--- config.mk ---
export PLATFORM = sky130hd
export DESIGN_NAME = wb_arbiter
export DESIGN_NICKNAME = d
export VERILOG_FILES = /design/src/rtl/wb_arb_pkg.sv /design/src/rtl/wb_arb_watchdog.sv /design/src/rtl/wb_arbiter.sv
export SDC_FILE = /design/constraint.sdc
export NUM_CORES = 1
export LEC_CHECK = 0
export CORE_AREA = 2 2 124 126
export CTS_CLUSTER_SIZE = 24
export DETAILED_ROUTE_END_ITERATION = 7
export DIE_AREA = 0 0 126 128
export MAX_ROUTING_LAYER = met4
export PLACE_DENSITY = 0.55
export SLEW_MARGIN = 40
export SYNTH_ARGS = -nofsm -noshare
export SYNTH_HDL_FRONTEND = slang
export SYNTH_SLANG_ARGS = --single-unit
--- constraint.sdc ---
create_clock -name clk_i -period 3.45 [get_ports clk_i]
set_clock_uncertainty 0.05 [all_clocks]
set_input_delay 0.5175 -clock clk_i [delete_from_list [all_inputs] [get_ports clk_i]]
set_output_delay 0.5175 -clock clk_i [all_outputs]
set_load 0.005 [all_outputs]
--- src/rtl/wb_arb_pkg.sv ---
// Shared types and constants for the two-master Wishbone B4 classic arbiter.
package wb_arb_pkg;

    localparam int NUM_MASTERS = 2;
    localparam logic [31:0] TIMEOUT_DATA = 32'hDEAD_BEEF;

    typedef enum logic [1:0] {
        IDLE = 2'd0,
        GNT0 = 2'd1,
        GNT1 = 2'd2
    } arb_state_t;

    function automatic logic [NUM_MASTERS-1:0] grant_of(input arb_state_t s);
        case (s)
            GNT0:    return 2'b01;
            GNT1:    return 2'b10;
            default: return 2'b00;
        endcase
    endfunction

endpackage

--- src/rtl/wb_arb_watchdog.sv ---
// Stall watchdog: counts consecutive STB-without-ACK cycles and fires on the
// LIMIT-th one. Only instantiated when WB_ARB_TIMEOUT_EN is defined.
import wb_arb_pkg::*;

module wb_arb_watchdog #(
    parameter int unsigned LIMIT = 255
) (
    input  logic clk_i,
    input  logic rst_i,
    input  logic stb_i,
    input  logic ack_i,
    input  logic clear_i,
    output logic fire_o
);

    logic [15:0] count_q;
    logic [15:0] count_d;
    logic        stall;

    assign stall   = stb_i & ~ack_i;
    assign count_d = (clear_i || !stall) ? 16'd0 : count_q + 16'd1;

    // Fires combinationally during the stalled cycle that would be number LIMIT.
    assign fire_o  = stall && (count_q == 16'(LIMIT - 1));

    // NOTE: sequential state uses non-blocking assignments; reset is synchronous,
    // so it lives inside the clocked process rather than in the sensitivity list.
    always_ff @(posedge clk_i) begin
        if (!rst_i) begin
            count_q <= 16'd0;
        end else begin
            count_q <= count_d;
        end
    end

endmodule

--- src/rtl/wb_arbiter.sv ---
// Two-master round-robin Wishbone B4 classic arbiter with CYC-tenure grants.
// Define WB_ARB_TIMEOUT_EN to build the stalled-transfer watchdog.
import wb_arb_pkg::*;

module wb_arbiter #(
    parameter int          ADDR_WIDTH     = 32,
    parameter int          DATA_WIDTH     = 32,
    parameter int unsigned TIMEOUT_CYCLES = 255
) (
    input  logic                    clk_i,
    input  logic                    rst_i,
    input  logic                    M0_CYC_I,
    input  logic                    M0_STB_I,
    input  logic                    M0_WE_I,
    input  logic [DATA_WIDTH/8-1:0] M0_SEL_I,
    input  logic [ADDR_WIDTH-1:0]   M0_ADR_I,
    input  logic [DATA_WIDTH-1:0]   M0_DAT_I,
    output logic [DATA_WIDTH-1:0]   M0_DAT_O,
    output logic                    M0_ACK_O,
    input  logic                    M1_CYC_I,
    input  logic                    M1_STB_I,
    input  logic                    M1_WE_I,
    input  logic [DATA_WIDTH/8-1:0] M1_SEL_I,
    input  logic [ADDR_WIDTH-1:0]   M1_ADR_I,
    input  logic [DATA_WIDTH-1:0]   M1_DAT_I,
    output logic [DATA_WIDTH-1:0]   M1_DAT_O,
    output logic                    M1_ACK_O,
    output logic                    S_CYC_O,
    output logic                    S_STB_O,
    output logic                    S_WE_O,
    output logic [DATA_WIDTH/8-1:0] S_SEL_O,
    output logic [ADDR_WIDTH-1:0]   S_ADR_O,
    output logic [DATA_WIDTH-1:0]   S_DAT_O,
    input  logic [DATA_WIDTH-1:0]   S_DAT_I,
    input  logic                    S_ACK_I,
    output logic [1:0]              gnt_o,
    output logic                    timeout_o
);

    arb_state_t             state_q, state_d;
    logic                   last_owner_q, last_owner_d;
    logic [NUM_MASTERS-1:0] gnt_q;
    logic                   wd_fire;

`ifdef WB_ARB_TIMEOUT_EN
    logic wd_stb;
    logic wd_clear;
    logic timeout_q;

    assign wd_stb   = (state_q == GNT0) ? M0_STB_I :
                      (state_q == GNT1) ? M1_STB_I : 1'b0;
    assign wd_clear = (state_d != state_q);

    wb_arb_watchdog #(
        .LIMIT   (TIMEOUT_CYCLES)
    ) u_watchdog (
        .clk_i   (clk_i),
        .rst_i   (rst_i),
        .stb_i   (wd_stb),
        .ack_i   (S_ACK_I),
        .clear_i (wd_clear),
        .fire_o  (wd_fire)
    );

    always_ff @(posedge clk_i) begin
        if (!rst_i) begin
            timeout_q <= 1'b0;
        end else begin
            timeout_q <= timeout_q | wd_fire;
        end
    end

    assign timeout_o = timeout_q;
`else
    assign wd_fire   = 1'b0;
    assign timeout_o = 1'b0;
`endif

    // NOTE: every signal driven here gets a default first, so no path leaves it
    // unassigned and no latch is inferred.
    always_comb begin
        state_d      = state_q;
        last_owner_d = last_owner_q;
        case (state_q)
            IDLE: begin
                if (M0_CYC_I && M1_CYC_I) begin
                    state_d = last_owner_q ? GNT0 : GNT1;
                end else if (M0_CYC_I) begin
                    state_d = GNT0;
                end else if (M1_CYC_I) begin
                    state_d = GNT1;
                end
            end
            GNT0: begin
                if (!M0_CYC_I || wd_fire) begin
                    state_d      = IDLE;
                    last_owner_d = 1'b0;
                end
            end
            GNT1: begin
                if (!M1_CYC_I || wd_fire) begin
                    state_d      = IDLE;
                    last_owner_d = 1'b1;
                end
            end
            default: state_d = IDLE;
        endcase
    end

    always_ff @(posedge clk_i) begin
        if (!rst_i) begin
            state_q      <= IDLE;
            last_owner_q <= 1'b1;
            gnt_q        <= '0;
        end else begin
            state_q      <= state_d;
            last_owner_q <= last_owner_d;
            gnt_q        <= grant_of(state_d);
        end
    end

    assign gnt_o = gnt_q;

    // Owner pass-through; everything reads zero while reset is asserted.
    always_comb begin
        S_CYC_O  = 1'b0;
        S_STB_O  = 1'b0;
        S_WE_O   = 1'b0;
        S_SEL_O  = '0;
        S_ADR_O  = '0;
        S_DAT_O  = '0;
        M0_ACK_O = 1'b0;
        M0_DAT_O = '0;
        M1_ACK_O = 1'b0;
        M1_DAT_O = '0;
        if (rst_i) begin
            case (state_q)
                GNT0: begin
                    S_CYC_O  = M0_CYC_I;
                    S_STB_O  = M0_STB_I;
                    S_WE_O   = M0_WE_I;
                    S_SEL_O  = M0_SEL_I;
                    S_ADR_O  = M0_ADR_I;
                    S_DAT_O  = M0_DAT_I;
                    M0_ACK_O = wd_fire | S_ACK_I;
                    M0_DAT_O = wd_fire ? DATA_WIDTH'(TIMEOUT_DATA) : S_DAT_I;
                end
                GNT1: begin
                    S_CYC_O  = M1_CYC_I;
                    S_STB_O  = M1_STB_I;
                    S_WE_O   = M1_WE_I;
                    S_SEL_O  = M1_SEL_I;
                    S_ADR_O  = M1_ADR_I;
                    S_DAT_O  = M1_DAT_I;
                    M1_ACK_O = wd_fire | S_ACK_I;
                    M1_DAT_O = wd_fire ? DATA_WIDTH'(TIMEOUT_DATA) : S_DAT_I;
                end
                default: ;
            endcase
            if (wd_fire) begin
                S_CYC_O = 1'b0;
                S_STB_O = 1'b0;
            end
        end
    end

endmodule

* Yosys cells after proc, flatten, opt, wreduce, memory -nomap -nowiden *
Cells that the tools add are included.

storage, ports and cells
  flip-flop bits (word level) = 5
  output and inout bits = 140

cells by class
  reduce and logical (&&, ||, !) cells = 4
  equality and inequality tests = 6
  multiplexer cells = 31

operators with widths
  operator              count
  $mux W32              6
  $pmux W32 S2          2
  $mux W2               6
  $mux W1               9
  $pmux W1 S2           4
  $pmux W4 S2           1
  $pmux W2 S3           1
  $eq A2 B1 Y1 const B  2
  $eq A2 B2 Y1 const B  2
  $mux W4               1
  $ne A2 B2 Y1 const B  2
  $pmux W2 S2           1
  $reduce_and A3 Y1     1
  $logic_not A2 Y1      1
  $reduce_bool A2 Y1    1
  $logic_and A1 B1 Y1   1

* Depth between registers and ports, before layout *
  depth in word-level cells = 6
  gate-level depth with buffers = 7
  mapped depth without buffers = 5

* Worst setup path after synthesis *
OpenSTA, ideal clock, no wires.

  path kind = register -> output
  start = register state_q[0]
  end = output port S_ADR_O[10]
  arrival time = 1.316 ns
  stages on the path, launching flop included = 8
  slack = 1.566 ns
  cell sequence = dfxtp_1 -> inv_1 -> ha_1 -> buf_6 -> buf_2 -> buf_2 -> a22oi_1 -> nor2_1

between the ends
  cells in the longest elaborated chain, start to end = 3
  elaborated cells on any way between the ends = 4
  those cells by class = eq/ne: 2; mux: 2

RTL lines
  element                                              line               source
  start: declaration                                   wb_arbiter.sv:40   arb_state_t state_q, state_d;
  start signal: assignment                             wb_arbiter.sv:116  state_q <= state_d;
  $eq A2 B2 Y1 / $eq A2 B1 Y1 (equally long branches)  wb_arbiter.sv:137  case (state_q)
  $pmux W32 S2 *                                       wb_arbiter.sv:137
  $mux W32 *                                           wb_arbiter.sv:136  if (rst_i) begin
  end: declaration                                     wb_arbiter.sv:32   output logic [ADDR_WIDTH-1:0] S_ADR_O,

Mark *: on every way between the ends. The rest lies on a longest branch, timed or not.

* Worst setup path after layout *
  start = register state_q[0]
  end = output port S_ADR_O[12]

Same word-level chain as after synthesis.

==> run_results.csv <==
group,metric,value,unit
final_layout,seq_area,100.1,um^2
placement,hpwl,9587,um
yosys,syn_nets,458,
critical_path,cp-end-kind,"output pin",
timing,fmax,336.2,MHz
min_path,hp-class,"register to register",
final_layout,drive_above_1_share,0.02669,
clock_tree,h-tree-depth,1,
yosys,synth_area,1674,um^2
power_and_ir_drop,powerDensity,184.4,nW/um^2
floorplanning,rows,45,
global_route,grt_usage,0.1376,
clock_tree,cts_tree,"built",
timing,tightest_slew,0.5841,ns
critical_path,r2r_slack,1.43,ns
clock_tree,clk_path_buf_depth,2,
final_layout,antenna-diode-count,0,
min_path,hold_path.startpoint,"last_owner_q",
yosys,ys_ff_latch,5,
route,routed_via_density,4.413,
timing,maxSlewViolCount,0,
yosys,synthArstFlopShare,0,
timing,period_share,0.8621,
job,maxCapViolations,0,
route,final_antenna_net_count,0,
critical_path,cp_data_required_time,2.88,ns
route,drcViolationCount,0,
global_route,grt_pass1_wl,17590,um
route,wirelength,12200,um
yosys,synth_xor_xnor_area_share,0,
route,avgRoutedWirePerCell,16.27,um
final_layout,area_growth,202.9,%
yosys,synth_compound_area_frac,0.3453,
critical_path,cp_max_fo,55,
final_layout,fin_area,5071,um^2
yosys,syn_avg_cell_area,6.066,um^2
clock_tree,postCtsSetupBuffers,0,
clock_tree,numCtsBuffers,3,
yosys,seq_area_frac_synth,0.05979,
clock_tree,cts-root-buf,"clkbuf_16",
critical_path,reg2reg_to,"gnt_o[1]",
placement,io_buffers,315,
route,vias,3310,
placement,gp_congestion,0.8445,
clock_tree,clkSinkCount,5,
critical_path,critical_path_class,"register to output pin",
outcome,outcome,"finished, final reports clean",
clock_tree,cts_resized,0,
floorplanning,boundaryPins,317,
yosys,ys_types,24,
yosys,synth_top_family_by_area,"simple AND/OR/NAND/NOR gates",
final_layout,fin_nets,745,
final_layout,multi_input_area,1423,um^2
timing,tns,0,ns
timing,fin_crit,2.974,ns
floorplanning,dieWidth,126,um
yosys,synth.area.mux_share,0,
floorplanning,start_util,0.1126,
floorplanning,dieArea,16130,um^2
yosys,yosysWarnings,0,
timing,slew_headroom,0.6106,
min_path,worstHoldEndpoint,"last_owner_q",
timing,final-hold-violation-count,0,
yosys,synthSimpleGateAreaFrac,0.4484,
power_and_ir_drop,leakage,1.922,nW
floorplanning,die_y,128,um
min_path,hold_depth,1,
global_route,grt_pass1_vias,3152,
clock_tree,clkLatencyLatePin,0.23,ns
yosys,synth_edf_count,0,
yosys,ys.flop_type,"dfxtp_1",
global_route,antenna_found_initial,0,
timing,rsz0062_at_grt,"false",
critical_path,crit_arrival,2.41,ns
critical_path,worstRegToRegCells,5,
critical_path,start_kind,"register",
power_and_ir_drop,vdd_ir_drop_max,113.5,uV
floorplanning,core_area,14860,um^2
timing,hold_ws,0.4368,ns
global_route,grt_max_degree,72,
clock_tree,ctsHoldBuffers,0,
global_route,overflow,0,
placement,place_area,4992,um^2
route,dr.pass1.iters,4,
yosys,synthAdderAreaFrac,0.03737,
yosys,synth_cells,276,
clock_tree,clkSlewWorstSetupHoldPaths,0.03,ns
timing,setup_viol,0,
route,drtIter0Drc,180,
critical_path,r2r_start,"state_q[0]",
final_layout,fillers,1554,
-- routing by layer --
| layer | global-route usage | wire length [um] | vias up |
|---|---|---|---|
| met4 | 0.009696 | 24 | 0 |
| met2 | 0.2385 | 5957 | 202 |
| met5 | - | 0 | - |
| met1 | 0.1751 | 5225 | 1520 |
| li1 | - | - | 1584 |
| met3 | 0.02462 | 997 | 4 |
-- worst max-delay path, stage by stage (launching register included) --
cell and delay (ns):
dfxtp_1 0.38, inv_1 0.16, ha_4 0.52, buf_12 0.29, a22oi_1 0.14, nor2_1 0.13, clkdlybuf4s50_1 0.52
-- cells in the final DEF, fill, tap and decap left out, types with 2 or more instances in the layout --
master / instances
a22oi_1: 70
and3_1: 66
buf_12: 3
buf_4: 2
clkbuf_16: 3
clkdlybuf4s50_1: 314
dfxtp_1: 5
ha_1: 3
ha_4: 2
inv_1: 3
nand2_1: 2
nor2_1: 73
-- power by group --
part           internal [mW]  switching [mW]  total, mW
clock                  0.153          0.0362      0.189
combinational          0.396           0.276      0.672
sequential            0.0660         0.00787     0.0738
-- state kept, by name (all words and copies together), names as in the netlist --
signal	cells
gnt_o	2
last_owner_q	1
state_q	2
-- through the flow --
step | cells | utilization | worst slack [ns] | power, mW
finish | 750 | 0.3412 | 0.4757 | 0.9351
global route | 750 | 0.3412 | 0.2638 | 1.001
floorplan | 276 | - | 1.566 | 0.3348
global placement | 745 | 0.3345 | 0.5483 | 0.7421
CTS | 750 | 0.3412 | 0.4313 | 0.9451
detailed placement | 746 | 0.3359 | 0.6639 | 0.7497
-- kinds of logic (layout without fill, tap and decap cells) --
family | count (synthesis) | after routing
and+or+nand+nor | 149 | 149
adders and majority gates | 5 | 5
AOI/OAI and AO/OA | 75 | 75
other | 1 | 1
buffers and inverters | 41 | 327
DFF | 5 | 5
-- cells in the mapped netlist, types with 3 or more instances --
library cell / count / share of area
nand2_1: 3 / 0.0067
inv_1: 3 / 0.0067
and3_1: 66 / 0.25
a22oi_1: 70 / 0.31
ha_1: 5 / 0.037
clkbuf_1: 25 / 0.056
buf_2: 11 / 0.033
dfxtp_1: 5 / 0.060
nor2_1: 73 / 0.16
-- worst max path at each step --
stage                from           to  slack (ns)  cells past startpoint
2_1_floorplan  state_q[0]  S_ADR_O[10]        1.57                      7
3_3_place_gp   state_q[0]   S_SEL_O[2]        0.55                      5
3_5_place_dp   state_q[0]   S_SEL_O[2]        0.66                      6
4_1_cts        state_q[0]   S_SEL_O[2]        0.43                      6
5_1_grt        state_q[0]   S_SEL_O[2]        0.26                      6
6_report       state_q[0]  S_ADR_O[12]        0.48                      6
-- layout make-up --
| type | instances | share of cell area |
|---|---|---|
| Clock buffer | 4 | 0.01554 |
| Multi-Input combinational cell | 230 | 0.2805 |
| Tap cell | 188 | 0.04639 |
| Timing Repair Buffer | 320 | 0.6356 |
| Inverter | 3 | 0.002221 |
| Sequential cell | 5 | 0.01974 |
Power figures use the tool's default switching activity.
